[config.mk]
export PLATFORM = sky130hd
export DESIGN_NAME = dsp_subsystem
export DESIGN_NICKNAME = d
export VERILOG_FILES = /design/src/rtl/dsp_subsystem_pkg.sv /design/src/rtl/dsp_power_acc.sv /design/src/rtl/dsp_subsystem.sv
export SDC_FILE = /design/constraint.sdc
export NUM_CORES = 2
export LEC_CHECK = 0
export ABC_AREA = 1
export BUFFER_PORTS_ARGS = -buffer_cell sky130_fd_sc_hd__clkbuf_2
export CAP_MARGIN = 30
export CORE_MARGIN = 10
export CORE_UTILIZATION = 43
export DETAILED_ROUTE_END_ITERATION = 12
export PLACE_DENSITY = 0.7
export SYNTH_ARGS = -nofsm -noshare
export SYNTH_HDL_FRONTEND = slang
export SYNTH_SLANG_ARGS = --single-unit
[constraint.sdc]
create_clock -name hclk -period 3 [get_ports hclk]
set_input_delay 0 -clock hclk [delete_from_list [all_inputs] [get_ports hclk]]
set_output_delay 0 -clock hclk [all_outputs]
set_load 0.03 [all_outputs]
[src/rtl/dsp_subsystem_pkg.sv]
// Shared constants and types for the I/Q power-measurement subsystem:
// register map, reset values, datapath widths and the AHB data-phase record.
package dsp_subsystem_pkg;

   localparam int ACC_W = 48;   // power accumulator width
   localparam int CNT_W = 17;   // block sample counter width (N up to 65536)
   localparam int IDX_W = 6;    // word index taken from haddr[7:2]

   // Register word indices (byte offset = index * 4)
   typedef enum logic [IDX_W-1:0] {
      REG_CTRL       = 6'h00,
      REG_BLK_LEN    = 6'h01,
      REG_THRESH     = 6'h02,
      REG_IRQ_EN     = 6'h03,
      REG_IRQ_STAT   = 6'h04,
      REG_RES_POW_LO = 6'h05,
      REG_RES_POW_HI = 6'h06,
      REG_RES_PEAK   = 6'h07,
      REG_CNT        = 6'h08,
      REG_LAST_IQ    = 6'h09,
      REG_ID         = 6'h0A
   } reg_idx_e;

   localparam logic        CTRL_EN_RST = 1'b0;
   localparam logic [15:0] BLK_LEN_RST = 16'h03FF;
   localparam logic [31:0] THRESH_RST  = 32'hFFFF_FFFF;
   localparam logic [1:0]  IRQ_EN_RST  = 2'b00;
   localparam logic [31:0] ID_VALUE    = 32'h4453_5031;

   localparam int IRQ_DONE = 0;
   localparam int IRQ_OVER = 1;

   // Latched result of the most recently completed block
   typedef struct packed {
      logic [ACC_W-1:0] pow;
      logic [31:0]      peak;
   } blk_result_t;

   // Captured AHB address phase, acted upon during the following data phase
   typedef struct packed {
      logic             valid;
      logic             write;
      logic [IDX_W-1:0] idx;
   } ahb_dp_t;

endpackage

[src/rtl/dsp_power_acc.sv]
// Per-sample I^2+Q^2 power, block accumulation, peak tracking and block counter.
// Emits single-cycle done/over strobes on the sample that completes a block.
module dsp_power_acc
   import dsp_subsystem_pkg::*;
#(
   parameter int DW = 16
) (
   input  logic             clk,
   input  logic             rst_n,
   input  logic             ce,
   input  logic             en,
   input  logic             clr,
   input  logic             tvalid,
   input  logic [31:0]      tdata,
   input  logic [15:0]      blk_len,
   input  logic [31:0]      thresh,
   output blk_result_t      result,
   output logic [CNT_W-1:0] cnt,
   output logic [31:0]      last_iq,
   output logic             blk_done,
   output logic             blk_over
);

   localparam int PW = 2 * DW;

   logic signed [DW-1:0] i_s;
   logic signed [DW-1:0] q_s;
   logic signed [PW-1:0] i_x;
   logic signed [PW-1:0] q_x;
   logic signed [PW-1:0] i_sq;
   logic signed [PW-1:0] q_sq;
   logic [31:0]          p;

   logic [ACC_W-1:0] pow_acc;
   logic [31:0]      peak;
   logic [ACC_W-1:0] acc_next;
   logic [31:0]      peak_next;
   logic             fire;

   assign i_s = tdata[DW-1:0];
   assign q_s = tdata[16+DW-1:16];

   // Operands are widened before multiplying so the signed square is exact
   assign i_x  = {{DW{i_s[DW-1]}}, i_s};
   assign q_x  = {{DW{q_s[DW-1]}}, q_s};
   assign i_sq = i_x * i_x;
   assign q_sq = q_x * q_x;
   assign p    = 32'($unsigned(i_sq)) + 32'($unsigned(q_sq));

   assign fire      = ce & tvalid & en;
   assign acc_next  = pow_acc + ACC_W'(p);
   assign peak_next = (p > peak) ? p : peak;

   // cnt+1 >= N  <=>  cnt >= BLK_LEN, which also covers a shrunk BLK_LEN
   assign blk_done = fire & ~clr & (cnt >= {1'b0, blk_len});
   assign blk_over = blk_done & (peak_next > thresh);

   // NOTE: state updates use <= so every register samples pre-edge values.
   always_ff @(posedge clk or negedge rst_n) begin
      if (!rst_n) begin
         pow_acc <= '0;
         peak    <= '0;
         cnt     <= '0;
         last_iq <= '0;
         result  <= '0;
      end else if (clr) begin
         pow_acc <= '0;
         peak    <= '0;
         cnt     <= '0;
      end else if (fire) begin
         last_iq <= tdata;
         if (blk_done) begin
            result.pow  <= acc_next;
            result.peak <= peak_next;
            pow_acc     <= '0;
            peak        <= '0;
            cnt         <= '0;
         end else begin
            pow_acc <= acc_next;
            peak    <= peak_next;
            cnt     <= cnt + 1'b1;
         end
      end
   end

endmodule

[src/rtl/dsp_subsystem.sv]
// I/Q stream power monitor: AXI-Stream sample input, zero-wait AHB-Lite
// register file, level interrupt on block completion / threshold exceed.
module dsp_subsystem
   import dsp_subsystem_pkg::*;
#(
   parameter int DW = 16
) (
   input  logic        hclk,
   input  logic        hresetn,
   input  logic        ce,
   input  logic [31:0] tdata_s,
   input  logic        tvalid_s,
   output logic        tready_s,
   input  logic [31:0] haddr_s,
   input  logic [2:0]  hburst_s,
   input  logic [2:0]  hsize_s,
   input  logic [1:0]  htrans_s,
   input  logic [31:0] hwdata_s,
   input  logic        hwrite_s,
   input  logic        hsel_s,
   output logic [31:0] hrdata_s,
   output logic        hreadyout_s,
   output logic        hresp_s,
   output logic        interrupts
);

   ahb_dp_t          dp;
   logic             addr_phase;
   logic             reg_wr;
   logic             clr_pulse;
   logic [1:0]       irq_w1c;
   logic [1:0]       irq_set;

   logic             ctrl_en;
   logic [15:0]      blk_len;
   logic [31:0]      thresh;
   logic [1:0]       irq_en;
   logic [1:0]       irq_stat;

   blk_result_t      result;
   logic [CNT_W-1:0] cnt;
   logic [31:0]      last_iq;
   logic             blk_done;
   logic             blk_over;
   logic [31:0]      rdata;

   // Burst/size are irrelevant for fixed 32-bit registers
   logic unused_ahb;
   assign unused_ahb = ^{hburst_s, hsize_s, haddr_s[31:8], haddr_s[1:0], htrans_s[0]};

   assign hreadyout_s = 1'b1;
   assign hresp_s     = 1'b0;
   assign tready_s    = ce & hresetn;
   assign interrupts  = |(irq_stat & irq_en);

   assign addr_phase = hsel_s & htrans_s[1] & hreadyout_s;

   always_ff @(posedge hclk or negedge hresetn) begin
      if (!hresetn) begin
         dp <= '0;
      end else begin
         dp.valid <= addr_phase;
         dp.write <= hwrite_s;
         dp.idx   <= haddr_s[7:2];
      end
   end

   assign reg_wr    = dp.valid & dp.write;
   assign clr_pulse = reg_wr & (dp.idx == REG_CTRL) & hwdata_s[1];
   assign irq_w1c   = (reg_wr && dp.idx == REG_IRQ_STAT) ? hwdata_s[1:0] : 2'b00;
   assign irq_set   = {blk_over, blk_done};

   always_ff @(posedge hclk or negedge hresetn) begin
      if (!hresetn) begin
         ctrl_en  <= CTRL_EN_RST;
         blk_len  <= BLK_LEN_RST;
         thresh   <= THRESH_RST;
         irq_en   <= IRQ_EN_RST;
         irq_stat <= '0;
      end else begin
         if (reg_wr) begin
            case (dp.idx)
               REG_CTRL:    ctrl_en <= hwdata_s[0];
               REG_BLK_LEN: blk_len <= hwdata_s[15:0];
               REG_THRESH:  thresh  <= hwdata_s;
               REG_IRQ_EN:  irq_en  <= hwdata_s[1:0];
               default:     ;
            endcase
         end
         // A hardware set in the same cycle as a W1C leaves the bit set
         irq_stat <= (irq_stat & ~irq_w1c) | irq_set;
      end
   end

   // NOTE: rdata gets a default before the case so no latch is inferred.
   always_comb begin
      rdata = '0;
      if (dp.valid && !dp.write) begin
         case (dp.idx)
            REG_CTRL:       rdata = {31'b0, ctrl_en};
            REG_BLK_LEN:    rdata = {16'b0, blk_len};
            REG_THRESH:     rdata = thresh;
            REG_IRQ_EN:     rdata = {30'b0, irq_en};
            REG_IRQ_STAT:   rdata = {30'b0, irq_stat};
            REG_RES_POW_LO: rdata = result.pow[31:0];
            REG_RES_POW_HI: rdata = 32'(result.pow[ACC_W-1:32]);
            REG_RES_PEAK:   rdata = result.peak;
            REG_CNT:        rdata = 32'(cnt);
            REG_LAST_IQ:    rdata = last_iq;
            REG_ID:         rdata = ID_VALUE;
            default:        rdata = '0;
         endcase
      end
   end

   assign hrdata_s = rdata;

   dsp_power_acc #(
      .DW (DW)
   ) u_power_acc (
      .clk      (hclk),
      .rst_n    (hresetn),
      .ce       (ce),
      .en       (ctrl_en),
      .clr      (clr_pulse),
      .tvalid   (tvalid_s),
      .tdata    (tdata_s),
      .blk_len  (blk_len),
      .thresh   (thresh),
      .result   (result),
      .cnt      (cnt),
      .last_iq  (last_iq),
      .blk_done (blk_done),
      .blk_over (blk_over)
   );

endmodule

Word level (Yosys, flattened, before mapping)
Cells that the tools add are included.
{"block": "totals", "register_bits": 270, "input_bits": 110, "output_inout_bits": 36, "word_cells": 72}
{"block": "classes", "addsub": 3, "mul": 2, "magnitude_cmp": 3, "eq_ne": 10, "n_mux": 13, "bitwise_logic": 15, "n_reduce_logical": 12}
{"op": "32-bit one-hot mux with 11 select lines", "count": 1}
{"op": "32-bit two-way mux", "count": 5}
{"op": "48-bit two-way mux", "count": 3}
{"op": "32-bit greater-than comparator", "count": 2}
{"op": "16-bit by 16-bit multiplier with 32-bit output", "count": 2}
{"op": "17-bit two-way mux", "count": 3}
{"op": "48-bit by 32-bit adder with 48-bit output", "count": 1}
{"op": "32-bit adder", "count": 1}
{"op": "6-bit by 3-bit == test with 1-bit output (second input constant)", "count": 4}
{"op": "6-bit by 4-bit == test with 1-bit output (second input constant)", "count": 3}
{"op": "17-bit by 1-bit adder with 17-bit output (second input constant)", "count": 1}
{"op": "17-bit by 16-bit >= comparator with 1-bit output", "count": 1}
{"op": "6-bit by 2-bit == test with 1-bit output (second input constant)", "count": 2}
{"op": "1-bit AND", "count": 10}
{"op": "2-bit AND reduction", "count": 5}
{"op": "6-bit by 1-bit == test with 1-bit output (second input constant)", "count": 1}
{"op": "6-bit zero test", "count": 1}
{"op": "2-bit AND", "count": 2}
{"op": "3-bit AND reduction", "count": 1}
{"op": "1-bit logical AND", "count": 2}
{"op": "2-bit two-way mux", "count": 1}
{"op": "2-bit inverter", "count": 1}
{"op": "2-bit OR", "count": 1}
{"op": "2-bit nonzero test", "count": 1}
{"op": "3 further kinds", "count": 3}

Longest topological paths before layout
{"block": "depth", "ltp_word": 9, "mapped_depth": 57}

Modules after synthesis
Synthesis repeated with hierarchy kept, for this count alone.
{"block": "unflattened", "cells_unflattened": 4451, "hier_area_um2": 35333.9}
{"mod": "dsp_power_acc", "instances": 1, "cells_each": 3857, "area_each_um2": 31350.1, "seq_area_each_um2": 5230.0}
{"mod": "dsp_subsystem", "instances": 1, "cells_each": 594, "area_each_um2": 3983.8, "seq_area_each_um2": 1579.0}

Least setup slack after synthesis
Ideal clock, no wire load.
{"block": "synth_timing", "path_type": "input -> register", "start": "input tdata_s[17]", "end": "register irq_stat[1]", "arrival_ns": 8.671, "required_time_ns": 2.880, "setup_slack_ns": -5.791, "stages": 44, "path_buffers": 3, "path_cell_list": "clkbuf_1 > clkbuf_1 > nand2_1 > fa_1 > inv_1 > fa_1 > inv_1 > fa_1 > fa_1 > fa_1 > inv_1 > fa_1 > inv_1 > fa_1 > fa_1 > inv_1 > ha_1 > inv_1 > [... 8 more ...] > nand2_1 > nor2_1 > nand4_1 > nor3b_2 > nand4_1 > nand2_2 > buf_2 > nand2_1 > and2_1 > ha_1 > nand2_1 > inv_1 > nand3_1 > nor3_1 > and3_1 > nand4_1 > nand3_1 > nand2_1"}
{"block": "synth_between", "elab_chain_cells": 7}
{"element": "start: declaration", "line_no": "dsp_subsystem.sv:11", "rtl": "input logic [31:0] tdata_s,"}
{"element": "16-bit by 16-bit multiplier with 32-bit output (*)", "line_no": "dsp_power_acc.sv:47", "rtl": "assign q_sq = q_x * q_x;"}
{"element": "32-bit adder (*)", "line_no": "dsp_power_acc.sv:48", "rtl": "assign p = 32'($unsigned(i_sq)) + 32'($unsigned(q_sq));"}
{"element": "32-bit greater-than comparator", "line_no": "dsp_power_acc.sv:52", "rtl": "assign peak_next = (p > peak) ? p : peak;"}
{"element": "32-bit two-way mux (*)", "line_no": "dsp_power_acc.sv:52"}
{"element": "named net u_power_acc.peak_next[30]", "line_no": "dsp_power_acc.sv:37", "rtl": "logic [31:0] peak_next;"}
{"element": "32-bit greater-than comparator (*)", "line_no": "dsp_power_acc.sv:56", "rtl": "assign blk_over = blk_done & (peak_next > thresh);"}
{"element": "1-bit AND (*)", "line_no": "dsp_power_acc.sv:56"}
{"element": "2-bit OR (*)", "line_no": "dsp_subsystem.sv:91", "rtl": "irq_stat <= (irq_stat & ~irq_w1c) | irq_set;"}
{"element": "end signal: assignment", "line_no": "dsp_subsystem.sv:91"}
{"element": "end: declaration", "line_no": "dsp_subsystem.sv:38", "rtl": "logic [1:0] irq_stat;"}
The timed path passes the listed nets; every way through them passes the cells marked *.
A chain may end at the register's enable or synchronous reset.

Worst setup path after layout
{"block": "layout_timing", "start": "input tdata_s[10]", "end": "register irq_stat[1]"}
{"block": "layout_between", "elab_chain_cells": 7}
{"element": "16-bit by 16-bit multiplier with 32-bit output (*)", "line_no": "dsp_power_acc.sv:46", "rtl": "assign i_sq = i_x * i_x;"}
{"element": "32-bit adder (*)", "line_no": "dsp_power_acc.sv:48"}
{"element": "32-bit greater-than comparator", "line_no": "dsp_power_acc.sv:52"}
{"element": "32-bit two-way mux (*)", "line_no": "dsp_power_acc.sv:52"}
{"element": "named net u_power_acc.peak_next[31]", "line_no": "dsp_power_acc.sv:37"}
{"element": "32-bit greater-than comparator (*)", "line_no": "dsp_power_acc.sv:56"}
{"element": "1-bit AND (*)", "line_no": "dsp_power_acc.sv:56"}
{"element": "2-bit OR (*)", "line_no": "dsp_subsystem.sv:91"}
Marked as above.

==> results by group <==
CTS
  – Clock Pin Slew Worst Setup and Hold Paths: 0.07 ns
  – CTS Buf Count: 28
  – Sink Count: 270
  – Clk root buf: clkbuf_16
  – Clk Latency, worst-skew pair: 0.61 ns
  – CTS tree: built
  – Bufs on Longest Clock Path: 3
  – H-tree depth: 1

Timing
  – FMAX: 0.121 GHz
  – Tmin final: 8.29 ns
  – Final Skew: 0.0361 ns
  – Final WS setup: -5.29 ns
  – Final period utilization: 276%
  – Final hold vios: 11
  – Least-Margin Pin Slew: 0.882 ns
  – Slew Limit Fails: 0
  – Setup violations, final: 166
  – Hold Slack: -0.0190 ns
  – Relative slew slack: 41.0%
  – RSZ-0062 raised after global routing: yes

Route
  – DR vias/cell: 5.07
  – First drt pass iteration count: 6
  – Per-cell routed wire length: 18.3 um
  – Routed wire length: 113000 um
  – Vias: 31400
  – Initial drt markers: 2363
  – Residual DRC count: 0
  – ANT nets after route: 0

Floorplanning
  – # IOs: 146
  – Initial core utilization: 43.4%
  – Die width: 305 um
  – Floorplan row count: 104
  – Chip height: 305 um
  – Die area: 93100 sq um
  – Core ar.: 80500 sq um

Setup path
  – Setup crit end kind: flop
  – Startpoint types: input pin
  – Worst path most repeated cell: buf_4
  – Required time worst endpoint: 3.47 ns
  – Crit-path max FO: 6
  – CP arrival: 8.77 ns
  – Crit-path slowest cell: fa_2
  – Kind of critical path: input pin to flop
  – Worst stage delay on the critical path: 0.66 ns

Synth
  – Synth async-reset ratio: 100%
  – Combinational family with the most area after synthesis: adder cells
  – XOR/XNOR Fraction of Synth Area: 1.95%
  – EDFF count, synth: 0
  – Synth warn: 0
  – Post-Syn Nets: 5233
  – Leading area contributor after synthesis: fa_1
  – Post-Synth Simple-Gate Area: 16.4%
  – Yosys top cell area share: 29.8%
  – Syn Area/Cell: 8.06 sq um
  – Main synth FF type: dfrtp_1
  – Post-synthesis cell area: 35000 sq um
  – Top cells by area, synth: fa_1 (30%), dfrtp_1 (16%), inv_1 (12%), nand2_1 (11%), ha_1 (9.5%)
  – Post-Synth Adder-Cell Area: 39.3%
  – Synth unique cells: 57
  – Post-synthesis compound-gate area fraction: 9.17%
  – #FFs+latches synth: 270
  – Sequential-to-total area share from yosys stat: 19.5%
  – Post-synthesis cell count: 4338
  – Post-synthesis mux area share: 0%

GRT
  – Vias in the first global route: 32900
  – Most Used Layer, Global Route: met2
  – Met2 global-route usage: 38.5%
  – Met3 GRT Util: 3.35%
  – Largest net degree at the start of global routing: 91
  – Global-route wire length before repair: 178000 um
  – Met1 global-route usage: 33.4%
  – Gr ovfl total: 0
  – GR Util All Layers: 23.9%
  – Initial antenna violation count: 1

Placed design
  – GP Congestion: 0.954
  – HPWL after DPL: 90300 um
  – DP Cell Count: 5991
  – Port bufs: 110

Worst hold path
  – Hold crit path type: input pin to flop

Finish
  – Post-Layout Cell Count: 6193
  – Final #Nets: 6003
  – Synthesis-to-layout area growth: 35.1%
  – Fraction of layout instances using a drive strength above 1: 31.0%
  – Layout fillers: 6783
  – Area of the multi-input gates: 26600 sq um
  – Register Area: 6810 sq um

Status
  – Failing checks: negative hold slack, negative setup slack
  – Status: finished, violations left

Run
  – Max cap viols: 0
[layer usage]
metal	wire length (um)	up-vias
met5	0	-
met4	3620	0
met3	8290	198
met2	52500	1096
met1	48600	15500
li1	-	14600
[through the flow]
step           TNS (ns)  util, %  worst slack, ns  cell area (sq um)
2_1_floorplan   -600.18        -            -5.21              36700
3_3_place_gp    -757.28     52.7            -6.23              42400
3_5_place_dp    -767.78     52.7            -6.34              42400
4_1_cts         -613.70     57.1            -5.09              46000
5_1_grt         -672.26     58.6            -5.60              47200
6_report        -632.03     58.6            -5.29              47200
[kinds of logic after synthesis]
logic type | after synthesis
AND/OR/NAND/NOR | 1420
buffers and inverters | 1241
adder cells (fa/ha/maj) | 785
AO/OA/AOI/OAI | 542
flip-flops | 270
XOR/XNOR | 78
other | 2
[layout by cell type, fill, tap and decap left out, types with 22 or more instances in the layout]
cell type	n
inv_1	988
nand2_1	834
buf_4	631
fa_1	477
dfrtp_1	228
ha_1	203
nor2_1	133
o21ai_0	127
nand2_2	118
inv_2	101
a21oi_1	97
nand3_1	91
clkbuf_2	84
ha_4	62
dlygate4sd3_1	60
o21ai_1	59
nand2_4	45
buf_6	44
fa_2	43
nor2_2	42
dfstp_2	42
o21ai_2	39
a21oi_2	36
xor2_1	35
nand4_1	33
nor2_4	33
clkbuf_16	33
o22ai_1	26
a221oi_1	24
a22o_1	24
buf_12	23
nand3_2	22
[cell type report]
| class | instances | area share (%) |
|---|---|---|
| multi-input cells | 2827 | 56.4 |
| repair buffers | 879 | 15.5 |
| flip-flops and latches | 270 | 14.4 |
| inverters | 1102 | 8.85 |
| well taps | 1060 | 2.81 |
| clock buffers | 30 | 1.54 |
| clock inverters | 22 | 0.504 |
| diodes | 3 | 0.0159 |
[state kept, by name, summed over array words and instances, names as in the netlist]
signal	count
thresh	32
u_power_acc.result	80
u_power_acc.last_iq	32
irq_en	2
irq_stat	2
ctrl_en	1
u_power_acc.cnt	17
dp	8
u_power_acc.pow_acc	48
blk_len	16
u_power_acc.peak	32
[repair_timing]
| action | CTS | global route |
|---|---|---|
| pin swaps | 108 | 150 |
| resized for setup | 390 | 282 |
| setup buffers | 53 | 31 |
| endpoints found under the hold margin | 173 | 0 |
| setup endpoints to repair | 158 | 174 |
| hold buffers | 60 | 0 |
| gates cloned | 5 | 0 |
[synth_stat cells, types with 7 or more instances]
| master | count |
|---|---|
| nand3_1 | 119 |
| fa_1 | 520 |
| a22oi_1 | 10 |
| nor2_1 | 203 |
| a21o_1 | 14 |
| o21ai_1 | 26 |
| a21oi_1 | 151 |
| dfstp_2 | 42 |
| o21ai_0 | 194 |
| nor3_1 | 22 |
| clkbuf_1 | 93 |
| ha_1 | 265 |
| or2_2 | 7 |
| xnor2_1 | 20 |
| nand4_1 | 33 |
| dfrtp_1 | 228 |
| o21ai_2 | 17 |
| o22ai_1 | 26 |
| a221oi_1 | 24 |
| a22o_1 | 24 |
| nor4_1 | 7 |
| buf_4 | 10 |
| o21bai_1 | 10 |
| buf_2 | 25 |
| xor2_1 | 58 |
| inv_1 | 1092 |
| and2_1 | 7 |
| a31oi_1 | 10 |
| nand2_1 | 1000 |
[worst paths after layout]
| check | depth (start not counted) | to | from | slack, ns |
|---|---|---|---|---|
| max in group asynchronous | 3 | thresh[25] | hresetn | 1.99 |
| hold / removal | 5 | u_power_acc.last_iq[19] | tdata_s[19] | -0.02 |
| min in group asynchronous | 2 | u_power_acc.result[74] | hresetn | -0.01 |
| hold reg to reg | 2 | u_power_acc.peak[28] | u_power_acc.peak[28] | 0.48 |
| setup reg to reg | 21 | irq_stat[1] | u_power_acc.peak[6] | -0.38 |
| setup / recovery | 47 | irq_stat[1] | tdata_s[10] | -5.29 |
[worst max-delay path: cells and delay by family]
family / cells / cell delay [ns]
adder cells (fa/ha/maj): 10 / 4.81
buffers and inverters: 22 / 2.23
AND/OR/NAND/NOR: 13 / 1.34
AO/OA/AOI/OAI: 2 / 0.39
Power is left out: the tool's default activity adds up to more than one toggle a clock period on the data nets, which glitch-free logic cannot reach.
